`config.mk`:
```
export PLATFORM = sky130hd
export DESIGN_NAME = quet_led_7doan_flat
export DESIGN_NICKNAME = d
export VERILOG_FILES = /design/src/rtl/quet_led_7doan_if.sv /design/src/rtl/quet_led_7doan.sv /design/src/flat_wrapper.sv
export SDC_FILE = /design/constraint.sdc
export NUM_CORES = 1
export LEC_CHECK = 0
export ABC_AREA = 1
export CELL_PAD_IN_SITES_DETAIL_PLACEMENT = 1
export CELL_PAD_IN_SITES_GLOBAL_PLACEMENT = 1
export CORE_MARGIN = 8
export CORE_UTILIZATION = 39
export CTS_BUF_LIST = sky130_fd_sc_hd__clkbuf_4
export CTS_CLUSTER_DIAMETER = 100
export CTS_CLUSTER_SIZE = 24
export DETAILED_ROUTE_END_ITERATION = 10
export PLACE_DENSITY = 0.83
export SYNTH_ARGS = -nofsm -noshare
export SYNTH_HDL_FRONTEND = slang
export SYNTH_SLANG_ARGS = --single-unit
export TNS_END_PERCENT = 100
```
`constraint.sdc`:
```
create_clock -name clk -period 1.8 [get_ports clk]
set_input_delay 0.36 -clock clk [delete_from_list [all_inputs] [get_ports clk]]
set_output_delay 0.36 -clock clk [all_outputs]
set_load 0.01 [all_outputs]
```
`src/rtl/quet_led_7doan_if.sv`:
```
// Display-stage bus: upstream count in, 7-segment drive and wrap pulse out.
interface quet_led_7doan_if;
    logic [3:0] q;
    logic [6:0] seg;
    logic [1:0] an;
    logic       wrap;

    modport master (output q, input seg, input an, input wrap);
    modport slave  (input q, output seg, output an, output wrap);
endinterface

```
`src/rtl/quet_led_7doan.sv`:
```
// Two-digit common-anode 7-segment multiplexer for a 0-15 count, with slot blanking and wrap detect.
// Optional: define LEADING_ZERO_BLANK_EN to blank the tens slot when the tens digit is 0.
module quet_led_7doan #(
    parameter int unsigned REFRESH_DIV = 4,
    parameter int unsigned BLANK_CYC   = 1
) (
    input  logic              clk,
    input  logic              reset,
    quet_led_7doan_if.slave   bus
);

    localparam int unsigned KW = (REFRESH_DIV > 2) ? $clog2(REFRESH_DIV) : 1;
    localparam logic [KW-1:0] K_LAST  = KW'(REFRESH_DIV - 1);
    localparam logic [KW-1:0] K_BLANK = KW'(BLANK_CYC);

    typedef enum logic {S_ONES, S_TENS} state_t;

    state_t        state_q, state_d;
    logic [KW-1:0] k_q, k_d;
    logic [3:0]    qr_q, qp_q;
    logic [3:0]    ones_q, ones_d;
    logic          tens_q, tens_d;
    logic [3:0]    split_ones;
    logic          split_tens;
    logic [6:0]    seg_q, seg_d;
    logic [1:0]    an_q, an_d;
    logic          wrap_q, wrap_d;

    function automatic logic [6:0] font(input logic [3:0] d);
        case (d)
            4'd0:    font = 7'b1000000;
            4'd1:    font = 7'b1111001;
            4'd2:    font = 7'b0100100;
            4'd3:    font = 7'b0110000;
            4'd4:    font = 7'b0011001;
            4'd5:    font = 7'b0010010;
            4'd6:    font = 7'b0000010;
            4'd7:    font = 7'b1111000;
            4'd8:    font = 7'b0000000;
            4'd9:    font = 7'b0010000;
            default: font = 7'b1111111;
        endcase
    endfunction

    always_comb begin
        if (qr_q >= 4'd10) begin
            split_tens = 1'b1;
            split_ones = qr_q - 4'd10;
        end else begin
            split_tens = 1'b0;
            split_ones = qr_q;
        end
    end

    // Outputs are computed from the next state so the registered drive matches state/k after each edge.
    always_comb begin
        state_d = state_q;
        k_d     = k_q + KW'(1);
        ones_d  = ones_q;
        tens_d  = tens_q;
        if (k_q == K_LAST) begin
            k_d     = '0;
            state_d = (state_q == S_ONES) ? S_TENS : S_ONES;
            ones_d  = split_ones;
            tens_d  = split_tens;
        end

        an_d  = 2'b11;
        seg_d = '1;
        if (k_d >= K_BLANK) begin
            if (state_d == S_ONES) begin
                an_d  = 2'b10;
                seg_d = font(ones_d);
            end else begin
`ifdef LEADING_ZERO_BLANK_EN
                if (tens_d) begin
                    an_d  = 2'b01;
                    seg_d = font({3'b000, tens_d});
                end
`else
                an_d  = 2'b01;
                seg_d = font({3'b000, tens_d});
`endif
            end
        end

        wrap_d = (qp_q == 4'd15) && (qr_q == 4'd0);
    end

    always_ff @(posedge clk or negedge reset) begin
        if (!reset) begin
            state_q <= S_ONES;
            k_q     <= '0;
            qr_q    <= '0;
            qp_q    <= '0;
            ones_q  <= '0;
            tens_q  <= 1'b0;
            an_q    <= 2'b11;
            seg_q   <= '1;
            wrap_q  <= 1'b0;
        end else begin
            state_q <= state_d;
            k_q     <= k_d;
            qr_q    <= bus.q;
            qp_q    <= qr_q;
            ones_q  <= ones_d;
            tens_q  <= tens_d;
            an_q    <= an_d;
            seg_q   <= seg_d;
            wrap_q  <= wrap_d;
        end
    end

    assign bus.an   = an_q;
    assign bus.seg  = seg_q;
    assign bus.wrap = wrap_q;

endmodule
```
`src/flat_wrapper.sv`:
```
// flat-port wrapper written by rule: the top's interface ports become plain ports
module quet_led_7doan_flat 
#(
    parameter int unsigned REFRESH_DIV = 4,
    parameter int unsigned BLANK_CYC   = 1
)
  (clk, reset, bus_q, bus_seg, bus_an, bus_wrap);
  quet_led_7doan_if bus_i ();
  input  logic clk;
  input  logic reset;
  input wire logic [$bits(bus_i.q)-1:0] bus_q;
  output wire logic [$bits(bus_i.seg)-1:0] bus_seg;
  output wire logic [$bits(bus_i.an)-1:0] bus_an;
  output wire logic [$bits(bus_i.wrap)-1:0] bus_wrap;
  assign bus_i.q = bus_q;
  assign bus_seg = bus_i.seg;
  assign bus_an = bus_i.an;
  assign bus_wrap = bus_i.wrap;
  quet_led_7doan #(.REFRESH_DIV(REFRESH_DIV), .BLANK_CYC(BLANK_CYC)) u_core (.clk(clk), .reset(reset), .bus(bus_i));
endmodule
```
==> metrics.yaml <==
run_status:
  status: "completed"
synthesis:
  synth_top_family_by_area: "simple AND/OR/NAND/NOR gates"
  ys_seq_area_frac: 0.553
  synth_compound_area_frac: 0.0366
  syn_inst: 118
  yosysUniqueCellTypes: 19
  syn_avg_cell_area_um2: 10.1
  synth-xor-area-share: 0
  ys_seq_elements: 26
  yosysWarnings: 0
  synth-simple-area-share: 0.251
  synthAdderAreaFrac: 0.0940
  synth_nets: 133
  synthMuxAreaShare: 0
  synth_area_mm2: 0.00120
die:
  start_util: 0.402
  die_y_um: 71.4
  core.rowCount: 20
  die_w_um: 71.4
  dieArea_mm2: 0.00510
  fp.coreArea_mm2: 0.00298
  io_pins: 16
sta:
  hold_ws_ps: 369
  finalSetupViolCount: 0
  finalCritPeriodShare: 0.978
  hold_viol: 0
  relSlewSlack: 0.748
  drv_slew: 0
  worst_pin_slew_ps: 378
  layout_min_cycle_time_ps: 1760
  clock_skew_ps: 7.28
  max_freq_mhz: 568
setup_path:
  crit_slowest_cell: "dfstp_2"
  cp_max_fo: 1
  crit_path_cell_trace: "clkdlybuf4s50_1"
  cp-start-kind: "flip-flop"
  required_ps: 1440
  critPathTopFamily: "flip-flops"
  cp-end-kind: "output port"
  arrival_ps: 1400
  crit_start: "u_core.bus.seg[0]$_DFF_PN1_"
  r2r-start: "u_core.k_q[0]$_DFF_PN0_"
  cpPeakStageDelay_ps: 540
  path_class: "flip-flop to output port"
  path_buf_inv: 1
min_path:
  hp-class: "input pin to asynchronous set/reset pin"
finish:
  layout_common_cells: "nand2_1 (28), dfrtp_1 (17), inv_1 (15), clkdlybuf4s50_1 (15), nand3_1 (12)"
  final_area_mm2: 0.00151
  insertedDiodeCount: 0
  n_fill_cell: 329
  fin_nets: 160
  utilization: 0.507
  drive_gt1_frac: 0.257
  fin_cells: 177
  final_common_cell: "nand2_1"
  synthToLayoutAreaGrowth_pct: 26.1
power:
  p_comb_frac: 0.184
  total_leakage_power_nw: 0.731
  p_per_area_mw_per_mm2: 742
  p_seq_frac: 0.586
  intPower_mw: 0.814
  netSwitchingFraction: 0.274
  p_sw_mw: 0.307
  vdd_drop_max_uv: 370
  clock_power_share: 0.230
place:
  dpl.hpwl_mm: 1.93
  postPlaceCellArea_mm2: 0.00141
  placedCellCount: 169
  numPortBuffers: 15
  gp_congestion: 0.843
drt:
  routed_wirelength_mm: 2.65
  met2_length_mm: 1.38
  post-route-drc-count: 0
  first_iter_violations: 29
  wl_met1_mm: 1.12
  vias: 901
  vias_per_cell: 5.09
  firstDrtPassIters: 4
  detail-route-antenna-nets: 0
  wl_per_cell_um: 15.0
  met3_length_um: 83
  topRoutingLayerUsed: "met4"
clocking:
  cts_hold_buf: 0
  clk_pin_slew_worst_paths_ps: 140
  cts_tree: "built"
  clock_path_buffers: 2
  root_buffer: "clkbuf_4"
  htree_levels: 1
  cts_buffers: 3
  insertion_delay_ps: 330
  clock_sinks: 26
grt:
  grt_overflow: 0
  antenna_found_initial: 0
  grt_pass1_wl_mm: 4.58
  grt_pass1_vias: 956
  grt.total_usage: 0.112
  grt_max_degree: 27
flow_run:
  cap_violations: 0
## flip-flops by register name, summed over array words and instances (netlist names)
name,cells
u_core.k_q,2
u_core.qp_q,4
u_core.state_q,1
u_core.qr_q,4
u_core.tens_q,1
u_core.ones_q,4
u_core.bus.wrap,1
u_core.bus.seg,7
u_core.bus.an,2
## power by group through the flow
| stage | Clock [mW] | Combinational [mW] | Sequential, mW |
|---|---|---|---|
| finish | 0.258 | 0.206 | 0.656 |
| global route | 0.289 | 0.231 | 0.660 |
| floorplan | 0 | 0.0877 | 0.677 |
| global placement | 0 | 0.191 | 0.664 |
| detailed placement | 0 | 0.197 | 0.666 |
| CTS | 0.267 | 0.199 | 0.656 |
## final timing paths
check	endpoint	slack [ps]	cells past startpoint
min reg2reg	u_core.qp_q[0]$_DFF_PN0_	460	0
max	bus_seg[0]	40	1
min	u_core.k_q[1]$_DFF_PN0_	370	2
max in group asynchronous	u_core.bus.an[1]$_DFF_PN1_	1140	2
min in group clk	u_core.qr_q[2]$_DFF_PN0_	450	1
max reg2reg	u_core.bus.seg[3]$_DFF_PN1_	60	12
## cells by family after synthesis
logic type | Yosys count
buffers and inverters | 19
and+or+nand+nor | 58
DFF | 26
AOI/OAI and AO/OA | 6
adders and majority gates | 9
## final cells by class
| cell class | count | area (µm²) | share of cell area |
|---|---|---|---|
| multi-input combinational | 73 | 498 | 0.330 |
| tap | 33 | 41.3 | 0.0273 |
| timing repair buffer | 23 | 210 | 0.139 |
| sequential | 26 | 662 | 0.438 |
| clock buffer | 3 | 22.5 | 0.0149 |
| inverter | 18 | 72.6 | 0.0481 |
| clock inverter | 1 | 3.75 | 0.00249 |
## layer usage
metal,GRT usage,vias up
li1,-,431
met1,0.133,447
met2,0.190,18
met3,0.0139,5
met4,0.0624,0
met5,0,-
## stage by stage
step                      setup WS [ps]  power [mW]  TNS [ps]
after floorplan                     151       0.765         0
after global placement             51.8       0.855         0
after CTS                          4.30        1.12         0
final                              39.3        1.12         0
after global routing              -70.2        1.18      -109
after detailed placement          -22.1       0.863     -22.1
## cell usage after synthesis, drive strengths merged
library cell | number | area (µm²)
a21o | 1 | 8.76
a21oi | 3 | 18.8
buf | 1 | 11.3
dfrtp | 17 | 425
dfstp | 9 | 236
ha | 9 | 113
inv | 18 | 67.6
nand2 | 32 | 125
nand3 | 16 | 123
nand4 | 5 | 31.3
nor2 | 4 | 15.0
nor4 | 1 | 6.26
o21ai | 1 | 8.76
o21bai | 1 | 7.51
## what timing repair did
item	in CTS	in global routing
pin swaps	0	4
resized for setup	2	8
endpoints found under the setup margin	2	5
buffers inserted	0	4
Power figures use the tool's default switching activity.
